==> src/rtl/perceptron_sample_loader.sv <==
// perceptron_sample_loader: captures a byte-serial load frame (marker, weights,
// samples) into an internal buffer, then replays the buffer to the trainer as a
// valid/ready sample stream for a programmable number of epochs.
module perceptron_sample_loader #(
    parameter int N_SAMPLES = 3,
    parameter int INP_DIM   = 2,
    parameter int DATA_W    = 8
) (
    input  logic                                                    clk,
    input  logic                                                    rst_n,
    input  logic                                                    in_valid,
    input  logic [DATA_W-1:0]                                       in_data,
    output logic                                                    in_ready,
    input  logic                                                    start,
    input  logic [3:0]                                              epochs,
    output logic                                                    smp_valid,
    input  logic                                                    smp_ready,
    output logic [INP_DIM*DATA_W-1:0]                               smp_x,
    output logic [DATA_W-1:0]                                       smp_y,
    output logic [((N_SAMPLES > 1) ? $clog2(N_SAMPLES) : 1)-1:0]    smp_idx,
    output logic                                                    smp_last,
    output logic [INP_DIM*DATA_W-1:0]                               w_init,
    output logic                                                    w_init_valid,
    output logic                                                    done
);

    localparam int IDX_W     = (N_SAMPLES > 1) ? $clog2(N_SAMPLES) : 1;
    localparam int SMP_BYTES = INP_DIM + 1;
    localparam int BUF_BYTES = N_SAMPLES * SMP_BYTES;
    localparam int CNT_MAX   = (BUF_BYTES > INP_DIM) ? BUF_BYTES : INP_DIM;
    localparam int CNT_W     = $clog2(CNT_MAX + 1);

    localparam logic [DATA_W-1:0] FRAME_SOF = DATA_W'(8'hA5);

    localparam logic [2:0] IDLE   = 3'd0;
    localparam logic [2:0] LOAD_W = 3'd1;
    localparam logic [2:0] LOAD_S = 3'd2;
    localparam logic [2:0] LOADED = 3'd3;
    localparam logic [2:0] STREAM = 3'd4;
    localparam logic [2:0] DONE   = 3'd5;

    logic [2:0]                state_q, state_d;
    logic [CNT_W-1:0]          cnt_q, cnt_d;
    logic [DATA_W-1:0]         w_q   [INP_DIM];
    logic [DATA_W-1:0]         w_d   [INP_DIM];
    logic [DATA_W-1:0]         buf_q [BUF_BYTES];
    logic [DATA_W-1:0]         buf_d [BUF_BYTES];
    logic                      w_init_valid_q, w_init_valid_d;
    logic [3:0]                epochs_q, epochs_d;
    logic [3:0]                ep_cnt_q, ep_cnt_d;
    logic [IDX_W-1:0]          smp_idx_q, smp_idx_d;
    logic                      smp_valid_q, smp_valid_d;
    logic [INP_DIM*DATA_W-1:0] smp_x_q, smp_x_d;
    logic [DATA_W-1:0]         smp_y_q, smp_y_d;
    logic                      smp_last_q, smp_last_d;
    logic                      done_q, done_d;

    logic                      byte_xfer;
    logic                      beat_xfer;
    logic                      load_sample;
    logic [IDX_W-1:0]          next_idx;

    assign in_ready = (state_q == IDLE) || (state_q == LOAD_W) || (state_q == LOAD_S);

    // Next-state logic for the load path, the stream sequencer and the beat registers
    always_comb begin
        state_d        = state_q;
        cnt_d          = cnt_q;
        w_d            = w_q;
        buf_d          = buf_q;
        w_init_valid_d = w_init_valid_q;
        epochs_d       = epochs_q;
        ep_cnt_d       = ep_cnt_q;
        smp_idx_d      = smp_idx_q;
        smp_valid_d    = smp_valid_q;
        smp_x_d        = smp_x_q;
        smp_y_d        = smp_y_q;
        smp_last_d     = smp_last_q;
        done_d         = 1'b0;
        load_sample    = 1'b0;
        next_idx       = smp_idx_q;
        byte_xfer      = in_valid && in_ready;
        beat_xfer      = smp_valid_q && smp_ready;

        case (state_q)
            IDLE: begin
                if (byte_xfer && (in_data == FRAME_SOF)) begin
                    state_d = LOAD_W;
                    cnt_d   = '0;
                end
            end
            LOAD_W: begin
                if (byte_xfer) begin
                    for (int unsigned i = 0; i < INP_DIM; i++) begin
                        if (cnt_q == CNT_W'(i)) w_d[i] = in_data;
                    end
                    if (cnt_q == CNT_W'(INP_DIM - 1)) begin
                        state_d = LOAD_S;
                        cnt_d   = '0;
                    end else begin
                        cnt_d = cnt_q + 1'b1;
                    end
                end
            end
            LOAD_S: begin
                if (byte_xfer) begin
                    for (int unsigned p = 0; p < BUF_BYTES; p++) begin
                        if (cnt_q == CNT_W'(p)) buf_d[p] = in_data;
                    end
                    if (cnt_q == CNT_W'(BUF_BYTES - 1)) begin
                        state_d        = LOADED;
                        cnt_d          = '0;
                        w_init_valid_d = 1'b1;
                    end else begin
                        cnt_d = cnt_q + 1'b1;
                    end
                end
            end
            LOADED: begin
                if (start) begin
                    if (epochs != '0) begin
                        epochs_d    = epochs;
                        ep_cnt_d    = '0;
                        next_idx    = '0;
                        load_sample = 1'b1;
                        smp_valid_d = 1'b1;
                        state_d     = STREAM;
                    end else begin
                        state_d = DONE;
                        done_d  = 1'b1;
                    end
                end
            end
            STREAM: begin
                if (beat_xfer) begin
                    if (smp_idx_q == IDX_W'(N_SAMPLES - 1)) begin
                        if (ep_cnt_q == epochs_q - 4'd1) begin
                            smp_valid_d = 1'b0;
                            state_d     = DONE;
                            done_d      = 1'b1;
                        end else begin
                            ep_cnt_d    = ep_cnt_q + 4'd1;
                            next_idx    = '0;
                            load_sample = 1'b1;
                        end
                    end else begin
                        next_idx    = smp_idx_q + 1'b1;
                        load_sample = 1'b1;
                    end
                end
            end
            DONE: begin
                state_d = LOADED;
            end
            default: begin
                state_d = IDLE;
            end
        endcase

        // Beat registers are refilled only when a new sample is presented, so
        // they hold still through any stall.
        if (load_sample) begin
            smp_idx_d  = next_idx;
            smp_last_d = (next_idx == IDX_W'(N_SAMPLES - 1));
            for (int unsigned s = 0; s < N_SAMPLES; s++) begin
                if (IDX_W'(s) == next_idx) begin
                    for (int unsigned k = 0; k < INP_DIM; k++) begin
                        smp_x_d[k*DATA_W +: DATA_W] = buf_q[s*SMP_BYTES + k];
                    end
                    smp_y_d = buf_q[s*SMP_BYTES + INP_DIM];
                end
            end
        end
    end

    // State and datapath registers with asynchronous active-low clear
    always_ff @(posedge clk or negedge rst_n) begin
        if (!rst_n) begin
            state_q        <= IDLE;
            cnt_q          <= '0;
            w_q            <= '{default: '0};
            buf_q          <= '{default: '0};
            w_init_valid_q <= 1'b0;
            epochs_q       <= '0;
            ep_cnt_q       <= '0;
            smp_idx_q      <= '0;
            smp_valid_q    <= 1'b0;
            smp_x_q        <= '0;
            smp_y_q        <= '0;
            smp_last_q     <= 1'b0;
            done_q         <= 1'b0;
        end else begin
            state_q        <= state_d;
            cnt_q          <= cnt_d;
            w_q            <= w_d;
            buf_q          <= buf_d;
            w_init_valid_q <= w_init_valid_d;
            epochs_q       <= epochs_d;
            ep_cnt_q       <= ep_cnt_d;
            smp_idx_q      <= smp_idx_d;
            smp_valid_q    <= smp_valid_d;
            smp_x_q        <= smp_x_d;
            smp_y_q        <= smp_y_d;
            smp_last_q     <= smp_last_d;
            done_q         <= done_d;
        end
    end

    // Pack the stored weights, weight 0 in the LSBs
    always_comb begin
        w_init = '0;
        for (int unsigned i = 0; i < INP_DIM; i++) begin
            w_init[i*DATA_W +: DATA_W] = w_q[i];
        end
    end

    assign smp_valid    = smp_valid_q;
    assign smp_x        = smp_x_q;
    assign smp_y        = smp_y_q;
    assign smp_idx      = smp_idx_q;
    assign smp_last     = smp_last_q;
    assign w_init_valid = w_init_valid_q;
    assign done         = done_q;

endmodule

==> config.mk <==
export PLATFORM = sky130hd
export DESIGN_NAME = perceptron_sample_loader
export DESIGN_NICKNAME = d
export VERILOG_FILES = /design/src/rtl/perceptron_sample_loader.sv
export SDC_FILE = /design/constraint.sdc
export NUM_CORES = 1
export LEC_CHECK = 0
export BUFFER_PORTS_ARGS = -buffer_cell sky130_fd_sc_hd__buf_4
export CORE_MARGIN = 4
export CORE_UTILIZATION = 53
export DETAILED_ROUTE_END_ITERATION = 12
export PLACE_DENSITY = 0.76
export SLEW_MARGIN = 5
export SYNTH_ARGS = -nofsm -noshare
export SYNTH_HDL_FRONTEND = slang
export SYNTH_SLANG_ARGS = --single-unit
==> constraint.sdc <==
create_clock -name clk -period 2.2 [get_ports clk]
set_input_delay 0.44 -clock clk [delete_from_list [all_inputs] [get_ports clk]]
set_output_delay 0.44 -clock clk [all_outputs]
set_load 0.1 [all_outputs]
# After elaboration in Yosys (flattened, before gate mapping)
# Cells that the tools add are included.
[totals] inputBits=17 wordCells=138 out_inout_bits=47 ff_bits=133
[classes] reduce_logical=29 eq_ne=30 muxes=53 addsub=4
[ops] op="2-to-1 mux 16 bit" count=3
[ops] op="2-to-1 mux 4 bit" count=10
[ops] op="AND reduction 3 bit" count=12
[ops] op="2-to-1 mux 3 bit" count=9
[ops] op="2-to-1 mux 8 bit" count=3
[ops] op="one-hot mux 3 bit (6 select lines)" count=1
[ops] op="== test 4 x 3 -> 1 bit, second input constant" count=4
[ops] op="2-to-1 mux 1 bit" count=16
[ops] op="inequality test 2 bit, second input constant" count=8
[ops] op="one-hot mux 4 bit (3 select lines)" count=1
[ops] op="AND reduction 6 bit" count=2
[ops] op="2-to-1 mux 2 bit" count=5
[ops] op="AND reduction 9 bit" count=1
[ops] op="adder 4 x 1 -> 4 bit, second input constant" count=2
[ops] op="== test 4 x 2 -> 1 bit, second input constant" count=2
[ops] op="== test 8 bit, second input constant" count=1
[ops] op="one-hot mux 4 bit (2 select lines)" count=1
[ops] op="== test 3 x 2 -> 1 bit, second input constant" count=2
[ops] op="== test 3 bit, second input constant" count=2
[ops] op="inequality test 2 x 1 -> 1 bit, second input constant" count=3
[ops] op="one-hot mux 1 bit (2 select lines)" count=3
[ops] op="nonzero test 3 bit" count=2
[ops] op="== test 2 bit, second input constant" count=2
[ops] op="== test 4 x 1 -> 1 bit, second input constant" count=1
[ops] op="17 further kinds" count=20

# Logic depth before layout (Yosys ltp)
# Gate-level depths: netlist of run 1.
[depth] word_depth=10 ltp_mapped=10 depth_no_buf=8

# Worst setup path after synthesis of run 1
# OpenSTA, ideal clock, no wires.
[synth_timing] path_kind="reg2reg" from="register state_q[2]" to="register cnt_q[2]" path_stages_with_launch=6 arrival_time_ns=2.819 t_required_ns=2.065 slack_ns=-0.754 path_cell_list="dfrtp_1 > clkbuf_1 > a21oi_1 > nand2_1 > o21ai_0 > o21ai_0"
[synth_between] elab_chain_cells=7
[synth_lines] item="from (decl)" line="42" text="logic [2:0] state_q, state_d;"
[synth_lines] item="from (signal assigned)" line="193" text="state_q <= state_d;"
[synth_lines] item="== test 3 x 1 -> 1 bit / zero test 3 bit (equally long branches)" line="63" text="assign in_ready = (state_q == IDLE) || (state_q == LOAD_W) || (state_q == LOAD_S);"
[synth_lines] item="logical OR 1 bit" line="63"
[synth_lines] item="logical OR 1 bit *" line="63"
[synth_lines] item="via in_ready" line="13" text="output logic in_ready,"
[synth_lines] item="logical AND 1 bit *" line="82" text="byte_xfer = in_valid && in_ready;"
[synth_lines] item="logical AND 1 bit" line="87" text="if (byte_xfer && (in_data == FRAME_SOF)) begin"
[synth_lines] item="inequality test 2 x 1 -> 1 bit (no line)"
[synth_lines] item="AND reduction 4 bit (no line) *"
[synth_lines] item="to (signal assigned)" line="194" text="cnt_q <= cnt_d;"
[synth_lines] item="to (decl)" line="43" text="logic [CNT_W-1:0] cnt_q, cnt_d;"
# Mark *: on every way through the listed nets, which the timed path passes. The rest lies on a longest branch.
# A chain may end at the register's enable or synchronous reset.

# Final worst setup path of run 1
[layout_timing] from="register epochs_q[0]" to="register smp_y_q[3], in the netlist smp_y[3]"
[layout_between] elab_chain_cells=9
[layout_lines] item="from (decl)" line="49" text="logic [3:0] epochs_q, epochs_d;"
[layout_lines] item="from (signal assigned)" line="198" text="epochs_q <= epochs_d;"
[layout_lines] item="subtractor 4 x 1 -> 4 bit *" line="137" text="if (ep_cnt_q == epochs_q - 4'd1) begin"
[layout_lines] item="== test 4 bit *" line="137"
[layout_lines] item="2-to-1 mux 2 bit" line="137"
[layout_lines] item="2-to-1 mux 2 bit" line="136" text="if (smp_idx_q == IDX_W'(N_SAMPLES - 1)) begin"
[layout_lines] item="2-to-1 mux 2 bit" line="135" text="if (beat_xfer) begin"
[layout_lines] item="one-hot mux 2 bit (2 select lines)" line="85" text="case (state_q)"
[layout_lines] item="== test 1 x 2 -> 1 bit (tied with other cells)" line="166" text="if (IDX_W'(s) == next_idx) begin"
[layout_lines] item="nonzero test 3 bit (no line) / 2-to-1 mux 8 bit (equally long branches)"
[layout_lines] item="AND reduction 2 bit (no line) / 2-to-1 mux 8 bit (equally long branches)"
[layout_lines] item="to (signal assigned)" line="203" text="smp_y_q <= smp_y_d;"
[layout_lines] item="to (decl)" line="54" text="logic [DATA_W-1:0] smp_y_q, smp_y_d;"
# Every way passes the cells marked *; elsewhere a longest branch is shown, timed or not.

==> results.sh, run 1 <==
export IMPL_postPlaceCellArea_um2=6960
export IMPL_fin_nets=599
export IMPL_grt_antenna_before_repair=0
export IMPL_synth_cell_area_um2=6100
export IMPL_final_core_util_pct=70.1
export IMPL_drc=0
export IMPL_cts_root_buffer="sky130_fd_sc_hd__clkbuf_16"
export IMPL_max_slew_margin_pct=51.7
export IMPL_timing_critical_path_to_type="register"
export IMPL_clock_latency_reported_for_the_late_side_of_the_worst_skew_pair_ns=0.42
export IMPL_synth_ff_type="sky130_fd_sc_hd__dfrtp_1"
export IMPL_maxUsedRoutingLayer="met4"
export IMPL_overflow=0
export IMPL_timing_critical_path_slowest_stage_cell="sky130_fd_sc_hd__or3_4"
export IMPL_met3WireLength_um=664
export IMPL_layout_drive_gt1_share_pct=43.2
export IMPL_grt_util_all_layers_pct=23.8
export IMPL_tritoncts_sinks=133
export IMPL_timing_final_hold_violations=0
export IMPL_avgRoutedWirePerCell_um=20.1
export IMPL_total_number_of_cells_along_the_worst_setup_path=10
export IMPL_maxCapViolCount=0
export IMPL_ff2ff_path_depth=10
export IMPL_drt_total_wl_mm=14.6
export IMPL_max_stage_delay_ns=0.42
export IMPL_post_route_period_util_pct=104
export IMPL_violations_in_the_final_reports="negative setup slack"
export IMPL_postSynthNetCount=504
export IMPL_dp_hpwl_mm=9.51
export IMPL_setup_worst_path_end="smp_y[3]"
export IMPL_grt_pass1_wl_mm=24.3
export IMPL_timing_critical_path_arrival_ns=2.62
export IMPL_setup_tns_ns=-1.30
export IMPL_initial_utilization_pct=55.3
export IMPL_vias=4190
export IMPL_edff_count_synth=0
export IMPL_cts_buffers_inserted=17
export IMPL_core_um2=11000
export IMPL_drtIter0Drc=214
export IMPL_worst_setup_path_start_kind="register"
export IMPL_cp_num_buf_inv=4
export IMPL_setup_slack_ns=-0.0950
export IMPL_ios=64
export IMPL_ctsLongestPathBuffers=2
export IMPL_final_area_um2=7740
export IMPL_worstMarginPinSlew_ns=0.714
export IMPL_cts_tree="built"
export IMPL_slew_viol_final=0
export IMPL_synth_ff_latch_count=133
export IMPL_detailroute_wirelength_met2_mm=7.55
export IMPL_cpLargestDelayFamily="simple AND/OR/NAND/NOR gates"
export IMPL_min_period_ns=2.30
export IMPL_run_status="finished with violations"
export IMPL_clock_skew_ns=0.00654
export IMPL_count_of_cell_types_in_the_netlist=52
export IMPL_drt_met1_wl_mm=6.03
export IMPL_clkTransAtPathRegs_ns=0.06
export IMPL_num_antenna_cells=0
export IMPL_syn_inst=481
export IMPL_async_flop_share_pct=100
export IMPL_layout_area_overhead_vs_synth_pct=26.8
export IMPL_unrepaired_setup_endpoints_after_global_routing="true"
export IMPL_firstDrtPassIters=4
export IMPL_fmax_ghz=0.436
export IMPL_portBuffers=63
export IMPL_crit_path_max_fanout=5
export IMPL_setup_viols_final=22
export IMPL_route_detailed_vias_per_inst=5.76
export IMPL_timing_rr_end="smp_y[3]"
export IMPL_setup_worst_path_class="register to register"
export IMPL_min_delay_path_class="input port to async pin"
export IMPL_core_rowCount=38
export IMPL_syn_avg_cell_area_um2=12.7
export IMPL_total_of_warnings_raised_by_yosys=0
export IMPL_worstReg2RegStart="epochs_q[0]"
export IMPL_fp_dieH_um=115
export IMPL_clock_tree_htree_level_count=4
export IMPL_maximum_number_of_pins_on_one_net_before_global_route_repair=45
export IMPL_global_placement_routability_congestion=0.850
export IMPL_die_area_um2=13300
export IMPL_path_cells="buf_4 -> nor3_2 -> xnor2_2 -> or3_4 -> a31oi_4 -> buf_6 -> buf_12 -> buf_16 -> o22ai_2 -> o31ai_2"
export IMPL_grt_pass1_vias=4624
export IMPL_timing_critical_path_from="epochs_q[0]"
export IMPL_die_w_um=115
export IMPL_fraction_of_the_yosys_area_taken_by_sequential_cells_pct=54.6
export IMPL_detail_route_antenna_nets=0
export IMPL_worst_ep_required_time_ns=2.53
export IMPL_setup_reg_to_reg_worst_slack_ns=-0.1
cell usage after synthesis, drive strengths merged, types with 6 or more instances:
master | n | area share [%]
nand3 | 6 | 0.49
mux2 | 89 | 16
inv | 10 | 0.62
nand2 | 52 | 3.2
o22ai | 26 | 4.7
nor2 | 35 | 2.4
o21ai | 11 | 0.90
nand2b | 7 | 0.72
buf | 14 | 1.6
clkbuf | 13 | 0.80
dfrtp | 133 | 55
ha | 6 | 1.2
o31ai | 24 | 4.6
cells in the final DEF, fill, tap and decap left out, drive strengths merged, types with 3 or more instances in the layout:
| cell type | netlist | routed |
|---|---|---|
| buf | 14 | 103 |
| nor2b | 3 | 3 |
| nor3b | 4 | 4 |
| ha | 6 | 6 |
| a211oi | 4 | 4 |
| nand3 | 6 | 6 |
| o21ai | 11 | 11 |
| o22ai | 26 | 26 |
| clkbuf | 13 | 22 |
| nand2b | 7 | 7 |
| dfrtp | 133 | 133 |
| xnor2 | 5 | 5 |
| bufinv | 0 | 4 |
| mux2 | 89 | 89 |
| a21oi | 5 | 5 |
| xor2 | 3 | 3 |
| clkinv | 0 | 3 |
| inv | 10 | 10 |
| nand2 | 52 | 52 |
| o31ai | 24 | 24 |
| nor3 | 3 | 3 |
| nor2 | 35 | 35 |
| or3 | 3 | 3 |
final cells by class:
class	instances	area (µm²)
clock buffer	22	474
tap	140	175
timing repair buffer	103	903
fill	770	3290
sequential	133	3330
multi-input combinational	311	2660
clock inverter	9	150
inverter	10	37.5
per-stage QoR:
step | hold WS [ns] | setup WS, ns | std cells
floorplan | 0.144 | 0.00558 | 481
global placement | 0.453 | -0.0355 | 692
detailed placement | 0.460 | -0.112 | 692
CTS | 0.0401 | -0.148 | 728
global route | 0.0639 | -0.199 | 728
finish | 0.0248 | -0.0950 | 728
state kept, by name, indices dropped and copies added (netlist names):
register      flops
buf_q            72
smp_x            16
w_init           16
smp_y             8
cnt_q             4
ep_cnt_q          4
epochs_q          4
state_q           3
smp_idx           2
done              1
smp_last          1
smp_valid         1
w_init_valid      1
worst min path at each step:
stage                   endpoint  slack (ns)  cells after the start
floorplan               buf_q[0]        0.14                      0
global placement    w_init_valid        0.45                      1
detailed placement  w_init_valid        0.46                      1
CTS                    smp_x[11]        0.04                      1
global route           smp_x[11]        0.06                      1
finish                 smp_x[11]        0.02                      1
per-layer routing:
metal	track usage, %	vias to the layer above
met5	0	-
met4	10.3	0
met3	5.16	24
met2	40.4	114
met1	29.5	2144
li1	-	1908
worst register-to-register path: stages (launching register included):
cell and delay, ns:
sky130_fd_sc_hd__dfrtp_1 0.39, sky130_fd_sc_hd__buf_4 0.16, sky130_fd_sc_hd__nor3_2 0.20, sky130_fd_sc_hd__xnor2_2 0.16
sky130_fd_sc_hd__or3_4 0.42, sky130_fd_sc_hd__a31oi_4 0.21, sky130_fd_sc_hd__buf_6 0.14, sky130_fd_sc_hd__buf_12 0.11
sky130_fd_sc_hd__buf_16 0.13, sky130_fd_sc_hd__o22ai_2 0.08, sky130_fd_sc_hd__o31ai_2 0.21
logic make-up after synthesis:
group	Yosys count	synth area share [%]
xor+xnor	9	1.52
buf+inv	37	3.02
flops	133	54.6
mux	91	16.8
compound gates	79	12.7
simple gates	126	10.2
fa+ha+maj	6	1.23
repair_timing:
action                                  CTS  global route
endpoints found under the setup margin   25            26
hold buffers                              0             0
gates resized for setup                   4            12
setup buffers                             3             0
pin swaps                                 5             7
cloned                                    2             0
hold endpoints to repair                  0             0
Power of run 1 is left out: the tool's default activity adds up to more than one toggle a clock period on the data nets, which glitch-free logic cannot reach.
==> run 2: changes to the inputs <==
BUFFER_PORTS_ARGS = -buffer_cell sky130_fd_sc_hd__buf_2   (was -buffer_cell sky130_fd_sc_hd__buf_4)
SKIP_CTS_REPAIR_TIMING = 1   (was unset)
==> run 2 against run 1 <==
Compared with the run above: utilization decreased by 0.33 points; global-route usage decreased by 1.2 points; final cell count increased by 0.82%; via count increased by 1.1%; cell area decreased by 0.47%; the run ends with negative hold slack, negative setup slack left; first-iteration DRC count increased by 17%; clock-buffer cell count decreased by 1; maximum frequency decreased by 0.69%; non-clock buffer count increased by 5.
==> results.sh, run 2 (same netlist as run 1, synthesis figures left out) <==
export IMPL_count_of_fill_cells_added_during_filler_insertion=779
export IMPL_core_rowCount=38
export IMPL_worstMarginPinSlew_ns=0.535
export IMPL_avgRoutedWirePerCell_um=20.3
export IMPL_post_route_period_util_pct=105
export IMPL_pre_cts_ws_ns=-0.0633
export IMPL_fin_worst_hold_slack_ns=-0.0224
export IMPL_timing_final_hold_violations=29
export IMPL_final_core_util_pct=69.8
export IMPL_run_status="finished with violations"
export IMPL_drt_total_wl_mm=14.9
export IMPL_met3WireLength_um=684
export IMPL_cts_tree="built"
export IMPL_die_area_um2=13300
export IMPL_maximum_number_of_pins_on_one_net_before_global_route_repair=41
export IMPL_clock_skew_ns=0.00672
export IMPL_cts_buffers_inserted=17
export IMPL_tritoncts_sinks=133
export IMPL_path_cells="inv_2 -> ha_4 -> xor2_2 -> nand3_2 -> or3_4 -> a31oi_4 -> buf_12 -> clkbuf_16 -> o22ai_1 -> o31ai_1"
export IMPL_layout_commonest_cell="sky130_fd_sc_hd__dfrtp_1"
export IMPL_layout_drive_gt1_share_pct=44.3
export IMPL_min_delay_path_class="input port to async pin"
export IMPL_dp_hpwl_mm=9.28
export IMPL_worst_setup_path_start_kind="register"
export IMPL_detail_route_antenna_nets=0
export IMPL_worst_ep_required_time_ns=2.52
export IMPL_cts_root_buffer="sky130_fd_sc_hd__clkbuf_16"
export IMPL_initial_utilization_pct=55.3
export IMPL_number_of_flip_flops_under_the_largest_register_name=72
export IMPL_slew_viol_final=0
export IMPL_unrepaired_setup_endpoints_after_global_routing="true"
export IMPL_min_period_ns=2.31
export IMPL_ctsLongestPathBuffers=2
export IMPL_fmax_ghz=0.433
export IMPL_fp_dieH_um=115
export IMPL_violations_in_the_final_reports="negative hold slack, negative setup slack"
export IMPL_grt_antenna_before_repair=0
export IMPL_maxCapViolCount=0
export IMPL_cp_num_buf_inv=3
export IMPL_crit_path_max_fanout=5
export IMPL_top_library_cells_by_usage_in_the_layout_fill_and_taps_aside="sky130_fd_sc_hd__dfrtp_1, sky130_fd_sc_hd__buf_2, sky130_fd_sc_hd__mux2_2"
export IMPL_final_area_um2=7700
export IMPL_timing_critical_path_to_type="register"
export IMPL_drt_met1_wl_mm=6.43
export IMPL_setup_viols_final=24
export IMPL_grt_pass1_wl_mm=23.1
export IMPL_global_placement_routability_congestion=0.852
export IMPL_grt_pass1_vias=4495
export IMPL_portBuffers=63
export IMPL_clock_latency_reported_for_the_late_side_of_the_worst_skew_pair_ns=0.42
export IMPL_overflow=0
export IMPL_layout_area_overhead_vs_synth_pct=26.2
export IMPL_drtIter0Drc=250
export IMPL_total_number_of_cells_along_the_worst_setup_path=10
export IMPL_setup_slack_ns=-0.111
export IMPL_clkTransAtPathRegs_ns=0.06
export IMPL_die_w_um=115
export IMPL_postPlaceCellArea_um2=6830
export IMPL_ff2ff_path_depth=10
export IMPL_timing_critical_path_slowest_stage_cell="sky130_fd_sc_hd__or3_4"
export IMPL_grt_util_all_layers_pct=22.7
export IMPL_setup_worst_path_class="register to register"
export IMPL_timing_critical_path_arrival_ns=2.63
export IMPL_vias=4236
export IMPL_max_flop_register="buf_q"
export IMPL_core_um2=11000
export IMPL_firstDrtPassIters=4
export IMPL_ios=64
export IMPL_setup_tns_ns=-1.35
export IMPL_maxUsedRoutingLayer="met4"
export IMPL_num_antenna_cells=0
export IMPL_detailroute_wirelength_met2_mm=7.55
export IMPL_setup_reg_to_reg_worst_slack_ns=-0.11
export IMPL_max_slew_margin_pct=63.8
export IMPL_clock_tree_htree_level_count=4
export IMPL_fin_nets=604
export IMPL_route_detailed_vias_per_inst=5.77
export IMPL_drc=0
export IMPL_cpLargestDelayFamily="simple AND/OR/NAND/NOR gates"
export IMPL_max_stage_delay_ns=0.41
[run 2: final timing paths]
| path | start | to |
|---|---|---|
| min reg2reg | w_init_valid | w_init_valid |
| min in group clk | epochs[3] | epochs_q[3] |
| min | rst_n | buf_q[59] |
| max in group asynchronous | rst_n | w_init[0] |
| max reg2reg | epochs_q[0] | smp_y[2] |
| max | epochs_q[0] | smp_y[2] |
[run 2: per-layer routing]
| metal | vias up | track usage [%] |
|---|---|---|
| met5 | - | 0 |
| met4 | 0 | 5.71 |
| met3 | 22 | 6.42 |
| met2 | 94 | 38.5 |
| met1 | 2194 | 28.8 |
| li1 | 1926 | - |
[run 2: metrics by stage]
| step | hold slack (ns) | cells |
|---|---|---|
| after CTS | -0.0155 | 726 |
| final | -0.0224 | 734 |
| after floorplan | 0.144 | 481 |
| after global placement | 0.417 | 694 |
| after global routing | 0.00263 | 734 |
| after detailed placement | 0.426 | 694 |
[run 2: layout make-up]
class | instances | area [µm²] | share of cell area [%]
clock buffer | 21 | 470 | 6.11
clock inverter | 11 | 150 | 1.95
inverter | 10 | 37.5 | 0.487
multi-input combinational | 311 | 2690 | 34.9
sequential | 133 | 3330 | 43.3
tap | 140 | 175 | 2.27
timing repair buffer | 108 | 848 | 11.0
[run 2: worst reg2reg max path, cell delays in order, from the launching register on]
cell and delay, ns:
sky130_fd_sc_hd__dfrtp_1 0.38, sky130_fd_sc_hd__inv_2 0.10, sky130_fd_sc_hd__ha_4 0.22, sky130_fd_sc_hd__xor2_2 0.19
sky130_fd_sc_hd__nand3_2 0.10, sky130_fd_sc_hd__or3_4 0.41, sky130_fd_sc_hd__a31oi_4 0.21, sky130_fd_sc_hd__buf_12 0.16
sky130_fd_sc_hd__clkbuf_16 0.16, sky130_fd_sc_hd__o22ai_1 0.08, sky130_fd_sc_hd__o31ai_1 0.21
Power of run 2 is left out for the same reason.
